`config.mk`:
```
export PLATFORM = sky130hd
export DESIGN_NAME = multi_counter_flat
export DESIGN_NICKNAME = d
export VERILOG_FILES = /design/src/rtl/multi_counter_if.sv /design/src/rtl/multi_counter.sv /design/src/flat_wrapper.sv
export SDC_FILE = /design/constraint.sdc
export NUM_CORES = 1
export LEC_CHECK = 0
export ABC_AREA = 0
export BUFFER_PORTS_ARGS = -buffer_cell sky130_fd_sc_hd__buf_2
export CAP_MARGIN = 25
export CELL_PAD_IN_SITES_DETAIL_PLACEMENT = 0
export CELL_PAD_IN_SITES_GLOBAL_PLACEMENT = 1
export CORE_ASPECT_RATIO = 1.75
export CORE_MARGIN = 1.5
export CORE_UTILIZATION = 38
export DETAILED_ROUTE_END_ITERATION = 8
export PLACE_DENSITY_LB_ADDON = 0.1
export SETUP_SLACK_MARGIN = 0.02
export SLEW_MARGIN = 20
export SYNTH_ARGS = -nofsm -noshare
export SYNTH_HDL_FRONTEND = slang
export SYNTH_SLANG_ARGS = --single-unit
```
`constraint.sdc`:
```
create_clock -name clk -period 3.27 [get_ports clk]
set_clock_uncertainty 0.1 [all_clocks]
set_input_delay 0.1635 -clock clk [delete_from_list [all_inputs] [get_ports clk]]
set_output_delay 0.1635 -clock clk [all_outputs]
set_load 0.03 [all_outputs]
```
`src/rtl/multi_counter_if.sv`:
```
// Request/status bundle for the multi_counter bank.
// Per-channel fields are packed side by side; channel i is at [i*WIDTH +: WIDTH].
interface multi_counter_if #(
  parameter int NUM_CH = 4,
  parameter int WIDTH  = 8
);
  logic [NUM_CH-1:0]       inc;
  logic [NUM_CH-1:0]       dec;
  logic [NUM_CH-1:0]       clr;
  logic [NUM_CH-1:0]       load;
  logic [NUM_CH*WIDTH-1:0] load_val;
  logic [NUM_CH*WIDTH-1:0] limit;
  logic [NUM_CH-1:0]       sat_mode;
  logic [NUM_CH*WIDTH-1:0] count;
  logic [NUM_CH-1:0]       ovf;
  logic [NUM_CH-1:0]       unf;
  logic [NUM_CH-1:0]       at_max;
  logic [NUM_CH-1:0]       at_zero;
  logic [NUM_CH-1:0]       ovf_sticky;
  logic [NUM_CH-1:0]       unf_sticky;

  modport master (
    output inc, dec, clr, load, load_val, limit, sat_mode,
    input  count, ovf, unf, at_max, at_zero, ovf_sticky, unf_sticky
  );

  modport slave (
    input  inc, dec, clr, load, load_val, limit, sat_mode,
    output count, ovf, unf, at_max, at_zero, ovf_sticky, unf_sticky
  );
endinterface

```
`src/rtl/multi_counter.sv`:
```
// Bank of NUM_CH independent up/down counters with a runtime terminal count,
// wrap or saturate behaviour, load/clear, overflow/underflow strobes and
// sticky event flags. With CASCADE=1 each channel's overflow also counts up
// the next channel, so neighbouring channels form one wide counter.
module multi_counter #(
  parameter int NUM_CH  = 4,
  parameter int WIDTH   = 8,
  parameter int CASCADE = 0
) (
  input logic           clk,
  input logic           rst,
  multi_counter_if.slave bus
);

  logic [NUM_CH*WIDTH-1:0] count_q;
  logic [NUM_CH*WIDTH-1:0] count_d;
  logic [NUM_CH-1:0]       ovf_c;
  logic [NUM_CH-1:0]       unf_c;
  logic [NUM_CH-1:0]       at_max_c;
  logic [NUM_CH-1:0]       at_zero_c;
  logic [NUM_CH-1:0]       inc_eff;
  logic [NUM_CH-1:0]       ovf_sticky_q;
  logic [NUM_CH-1:0]       unf_sticky_q;

  // Next-count and strobe logic; the overflow of each channel ripples into the next when cascading.
  always_comb begin
    logic             carry;
    logic [WIDTH-1:0] cnt;
    logic [WIDTH-1:0] lim;
    logic [WIDTH-1:0] lv;
    logic [WIDTH-1:0] nxt;
    logic [WIDTH-1:0] dm1;
    carry     = 1'b0;
    cnt       = '0;
    lim       = '0;
    lv        = '0;
    nxt       = '0;
    dm1       = '0;
    count_d   = '0;
    ovf_c     = '0;
    unf_c     = '0;
    at_max_c  = '0;
    at_zero_c = '0;
    inc_eff   = '0;
    for (int i = 0; i < NUM_CH; i++) begin
      cnt          = count_q[i*WIDTH +: WIDTH];
      lim          = bus.limit[i*WIDTH +: WIDTH];
      lv           = bus.load_val[i*WIDTH +: WIDTH];
      dm1          = cnt - 1'b1;
      inc_eff[i]   = bus.inc[i] | ((CASCADE != 0) ? carry : 1'b0);
      at_max_c[i]  = (cnt >= lim);
      at_zero_c[i] = (cnt == '0);
      nxt          = cnt;
      if (bus.clr[i]) begin
        nxt = '0;
      end else if (bus.load[i]) begin
        nxt = (lv > lim) ? lim : lv;
      end else if (inc_eff[i] && !bus.dec[i]) begin
        if (cnt >= lim) begin
          ovf_c[i] = 1'b1;
          nxt      = bus.sat_mode[i] ? lim : '0;
        end else begin
          nxt = cnt + 1'b1;
        end
      end else if (bus.dec[i] && !inc_eff[i]) begin
        if (cnt == '0) begin
          unf_c[i] = 1'b1;
          nxt      = bus.sat_mode[i] ? '0 : lim;
        end else begin
          nxt = (bus.sat_mode[i] && (dm1 > lim)) ? lim : dm1;
        end
      end
      count_d[i*WIDTH +: WIDTH] = nxt;
      carry = ovf_c[i];
    end
  end

  // Count registers and sticky flags; a clear beats a same-cycle strobe.
  always_ff @(posedge clk or posedge rst) begin
    if (rst) begin
      count_q      <= '0;
      ovf_sticky_q <= '0;
      unf_sticky_q <= '0;
    end else begin
      count_q      <= count_d;
      ovf_sticky_q <= (ovf_sticky_q | ovf_c) & ~bus.clr;
      unf_sticky_q <= (unf_sticky_q | unf_c) & ~bus.clr;
    end
  end

  assign bus.count      = count_q;
  assign bus.ovf        = ovf_c;
  assign bus.unf        = unf_c;
  assign bus.at_max     = at_max_c;
  assign bus.at_zero    = at_zero_c;
  assign bus.ovf_sticky = ovf_sticky_q;
  assign bus.unf_sticky = unf_sticky_q;

endmodule

```
`src/flat_wrapper.sv`:
```
// flat-port wrapper written by rule: the top's interface ports become plain ports
module multi_counter_flat 
#(
  parameter int NUM_CH  = 4,
  parameter int WIDTH   = 8,
  parameter int CASCADE = 0
)
  (clk, rst, bus_inc, bus_dec, bus_clr, bus_load, bus_load_val, bus_limit, bus_sat_mode, bus_count, bus_ovf, bus_unf, bus_at_max, bus_at_zero, bus_ovf_sticky, bus_unf_sticky);
  multi_counter_if #(.NUM_CH(NUM_CH), .WIDTH(WIDTH)) bus_i ();
  input logic clk;
  input logic rst;
  input wire logic [$bits(bus_i.inc)-1:0] bus_inc;
  input wire logic [$bits(bus_i.dec)-1:0] bus_dec;
  input wire logic [$bits(bus_i.clr)-1:0] bus_clr;
  input wire logic [$bits(bus_i.load)-1:0] bus_load;
  input wire logic [$bits(bus_i.load_val)-1:0] bus_load_val;
  input wire logic [$bits(bus_i.limit)-1:0] bus_limit;
  input wire logic [$bits(bus_i.sat_mode)-1:0] bus_sat_mode;
  output wire logic [$bits(bus_i.count)-1:0] bus_count;
  output wire logic [$bits(bus_i.ovf)-1:0] bus_ovf;
  output wire logic [$bits(bus_i.unf)-1:0] bus_unf;
  output wire logic [$bits(bus_i.at_max)-1:0] bus_at_max;
  output wire logic [$bits(bus_i.at_zero)-1:0] bus_at_zero;
  output wire logic [$bits(bus_i.ovf_sticky)-1:0] bus_ovf_sticky;
  output wire logic [$bits(bus_i.unf_sticky)-1:0] bus_unf_sticky;
  assign bus_i.inc = bus_inc;
  assign bus_i.dec = bus_dec;
  assign bus_i.clr = bus_clr;
  assign bus_i.load = bus_load;
  assign bus_i.load_val = bus_load_val;
  assign bus_i.limit = bus_limit;
  assign bus_i.sat_mode = bus_sat_mode;
  assign bus_count = bus_i.count;
  assign bus_ovf = bus_i.ovf;
  assign bus_unf = bus_i.unf;
  assign bus_at_max = bus_i.at_max;
  assign bus_at_zero = bus_i.at_zero;
  assign bus_ovf_sticky = bus_i.ovf_sticky;
  assign bus_unf_sticky = bus_i.unf_sticky;
  multi_counter #(.NUM_CH(NUM_CH), .WIDTH(WIDTH), .CASCADE(CASCADE)) u_core (.clk(clk), .rst(rst), .bus(bus_i));
endmodule
```
# Yosys cells after proc, flatten, opt, wreduce, memory -nomap -nowiden
# Cells that the tools add are included.
# totals
mem_bits_ro,0
output_inout_bits,56
elab_cells,135
register_bits,40
mem_bits_rw,0
input_bits,86
latch_bits,0
n_memories,0
# classes
n_mul,0
add_sub_neg,8
order_cmp,12
n_reduce_logical,28
div_mod_pow,0
n_eq_ne,0
bitwise_logic,5
muxes,76
shifts,0
# ops
op,count
two-way mux 8 bit,40
greater-than comparator 8 bit,8
two-way mux 1 bit,36
adder 8 x 1 -> 8 bit (second input constant),4
>= comparator 8 bit,4
zero test 8 bit,4
subtractor 8 x 1 -> 8 bit (second input constant),4
nonzero test 4 bit,4
logical AND 1 bit,12
AND 4 bit,2
zero test 1 bit,8
bitwise OR 4 bit,2
NOT 4 bit,1

# Longest topological paths before layout
# logic_depth
word_depth,9
ltp_mapped,14
ltp_nobuf,13

# Least setup slack after synthesis
# OpenSTA, ideal clock, no wires.
# synth_path
path_kind,reg2reg
start,register u_core.count_q[19] (netlist: u_core.bus.count[19])
end,register u_core.count_q[22] (netlist: u_core.bus.count[22])
setup_slack_ps,-325
synth_period_minus_slack_ps,3595
t_arrival_ps,3391
required_ps,3066
path_stages_with_launch,13
path_cell_list,dfrtp_1 -> buf_2 -> or4_1 -> nor2_1 -> xor2_1 -> ha_1 -> a21oi_1 -> a21boi_0 -> o311ai_0 -> clkbuf_1 -> nand3_1 -> o311a_1 -> a221oi_1
# synth_via
elab_chain_cells,9
word_cells_on_any_way,13
classes_between,2 x add/sub; 2 x order compare; 7 x mux; 2 x reduce/logical
# synth_rtl
element,line,source
"start, declared",multi_counter.sv:15,logic [NUM_CH*WIDTH-1:0] count_q;
"start signal, assigned",multi_counter.sv:85,count_q <= count_d;
subtractor 8 x 1 -> 8 bit,multi_counter.sv:49,dm1 = cnt - 1'b1;
greater-than comparator 8 bit,multi_counter.sv:70,nxt = (bus.sat_mode[i] && (dm1 > lim)) ? lim : dm1;
logical AND 1 bit,multi_counter.sv:70,
two-way mux 8 bit,multi_counter.sv:70,
two-way mux 8 bit,multi_counter.sv:66,if (cnt == '0) begin
two-way mux 8 bit,multi_counter.sv:65,end else if (bus.dec[i] && !inc_eff[i]) begin
two-way mux 8 bit (*),multi_counter.sv:58,end else if (inc_eff[i] && !bus.dec[i]) begin
two-way mux 8 bit (*),multi_counter.sv:56,end else if (bus.load[i]) begin
two-way mux 8 bit (*),multi_counter.sv:54,if (bus.clr[i]) begin
# Every way passes the cells marked *; elsewhere a longest branch is shown, timed or not. The select of a mux whose other input is x is not followed.
# A chain may end at the register's enable or synchronous reset.

# Worst setup path in the final report
# layout_path
start,register u_core.count_q[3] (netlist: u_core.bus.count[3])
end,register u_core.count_q[6] (netlist: u_core.bus.count[6])
# The elaborated chain is that of the path after synthesis.

==> run metrics <==
status=complete, no violations; die area=18900 um2; Synth area leader=ha_1; clk slew on worst S/H paths=0.08 ns; ANT nets after route=0; CP endpoint kind=flop; TritonCTS clock tree=done; Overflow after GRT=0; total core area=17500 um2; Yosys cell types=60; post-DR vias/cell=5.81; endpoints failing setup=0; I/O Pins=142; per-cell routed wire length=19.3 um; Post-synth top cells=ha_1, a21oi_1, inv_1; TritonCTS buffer count=5; initial core utilization=0.390; Mapped Cells=886; pin count of the biggest net entering global routing=28; Async S/R FF share, synth=1.00; Leak=4.30 nW; Finished Cell Area=8410 um2; worst path buffer plus inverter count=0; Slowest cell on crit path=or4_4; hold depth=2; family with the most delay on the worst path=simple AND/OR/NAND/NOR gates; number of flops mapped to enable cells by yosys=0; antenna violations before repair=1; filler cell count=1834; Total Power=3.87 mW; Worst path depth=10; die height=181 um; CTS sink count=40; Hold Path Class=in2reg; HPWL after DPL=19500 um; WL final=24700 um; DRC=0; Final Hold Viols=0; synthesized area per cell=7.73 um2; Core Rows=64; GPL Wtd Cong=0.898; vias in the first global route=7387; worst skew pair latency=0.30 ns; Tot GR Track Use=0.258; fin. max-slew vios=0; Pwr per Cell Area=460 nW/um2; fin worst setup slack=0.0634 ns; fmax=312 MHz; first-pass GRT wire length=39100 um; Syn Std Cell Area=6850 um2; critical path's largest stage delay=0.56 ns; pre-CTS setup slack=0.0330 ns; Comb pwr share=0.697; Placed Area=8100 um2; drt pass-1 iters=6; Synth top area share=0.208; nets@finish=1243; Synthesized Nets=1086; #FFs+latches synth=40; Crit path arrival time=3.30 ns; number of max-cap violations=0; I/O Buffers=141; crit path time final=3.21 ns; CTS root buffer=clkbuf_16; clock share of power=0.136; DR iter-0 viols=293; share of cells above drive strength 1=0.249; RSZ-0062 raised after global routing=true; Least-Margin Pin Slew=0.816 ns; Layout Area Growth over Synthesis=22.9%; worst rel slew slack=0.455; WHS=0.00466 ns; critical path class=reg2reg; Bufs on Longest Clock Path=2; Switching Share=0.493; R2R Setup Slk=0.06 ns; Cell Int Power=1.96 mW; worst endpoint required time=3.36 ns; count leader, synth=ha_1; sequential element share of the synthesized area=0.146; startpoint types=flop; Die Width=104 um; part of the cycle the worst path needs=0.981; Flop pwr share=0.168; worst r2r path cells=10; VDD IR max=221 uV; Main synth FF type=dfrtp_1; Sw Pwr=1.91 mW; Register Area=1010 um2; CP max FO=5; Area contributors post-synth=ha_1, dfrtp_1, a21oi_1; vias after detailed routing=7410; warning count from the yosys run=0; cells along the critical path=or4_4 -> nor4_4 -> xor2_2 -> ha_4 -> nand4_1 -> a21oi_2 -> o31a_2 -> nor2b_4 -> a221o_1 -> o22a_1; H-Tree Depth=2; area occupied by multi-input gates=5520 um2
==> power by group through the flow <==
| stage | Sequential, mW | Clock [mW] | Combinational (mW) |
|---|---|---|---|
| 5_1_grt | 0.662 | 0.561 | 2.94 |
| 4_1_cts | 0.647 | 0.539 | 2.60 |
| 2_1_floorplan | 0.806 | 0 | 1.64 |
| 3_3_place_gp | 0.653 | 0 | 2.57 |
| 3_5_place_dp | 0.656 | 0 | 2.58 |
| 6_report | 0.650 | 0.526 | 2.70 |
==> registers in the layout (all words and copies together), names as in the netlist <==
signal / count
u_core.bus.unf_sticky: 4
u_core.bus.count: 32
u_core.bus.ovf_sticky: 4
==> cells in the final DEF, fill, tap and decap left out, drive strengths merged, types with 6 or more instances in the layout <==
| cell | instances |
|---|---|
| buf | 195 |
| ha | 114 |
| a21oi | 93 |
| inv | 78 |
| nand2 | 77 |
| nor2 | 45 |
| mux2i | 41 |
| dfrtp | 40 |
| nand3 | 39 |
| o21ai | 34 |
| xor2 | 29 |
| nor3 | 21 |
| a221oi | 21 |
| xnor2 | 18 |
| a221o | 17 |
| a21o | 15 |
| mux2 | 15 |
| nor2b | 15 |
| and3 | 10 |
| o221ai | 9 |
| a31oi | 8 |
| o311a | 8 |
| nand2b | 8 |
| nand4 | 7 |
| o311ai | 6 |
==> per-layer routing <==
layer	global-route usage	part of all wire
met1	0.293	0.40
met3	0.0210	0.042
met5	0	0
met4	0.122	0.045
met2	0.479	0.52
==> layout make-up <==
class                   count  area share
diodes                      1    0.000297
clock buffers               5      0.0149
clock inverters             3     0.00223
inverters                  78      0.0348
multi-input cells         720       0.657
flip-flops and latches     40       0.120
well taps                 231      0.0344
repair buffers            198       0.137
==> final timing paths <==
kind / from / end
worst min register to register: u_core.bus.ovf_sticky[2] / u_core.bus.ovf_sticky[2]
worst max register to register: u_core.bus.count[3] / u_core.bus.count[6]
max in group asynchronous: rst / u_core.bus.count[19]
min in group asynchronous: rst / u_core.bus.count[28]
worst min-delay path: bus_clr[1] / u_core.bus.unf_sticky[1]
worst max-delay path: u_core.bus.count[3] / u_core.bus.count[6]
==> what timing repair did <==
action	in CTS	in global routing
hold buffers	2	0
gates cloned	0	1
gates resized for setup	1	16
buffers inserted	1	4
hold endpoints to repair	14	0
pin swaps	1	11
setup endpoints to repair	1	21
==> cell families (layout without fill, tap and decap cells) <==
logic type | count (synthesis) | after routing | share of synthesized area
compound gates | 250 | 250 | 0.246
xor+xnor | 47 | 47 | 0.0601
fa+ha+maj | 114 | 114 | 0.208
buf+inv | 126 | 284 | 0.0714
flops | 40 | 40 | 0.146
mux | 56 | 56 | 0.0846
other cells | 0 | 1 | 0
simple gates | 253 | 253 | 0.184
==> stage by stage <==
stage / instances / setup TNS [ns] / util
final: 1276 / 0 / 0.480
after global routing: 1276 / -0.000434 / 0.480
after CTS: 1269 / 0 / 0.472
after detailed placement: 1258 / 0 / 0.462
after global placement: 1256 / 0 / 0.461
after floorplan: 886 / -0.0171 / -
No activity file was read; power rests on OpenSTA's default activity.
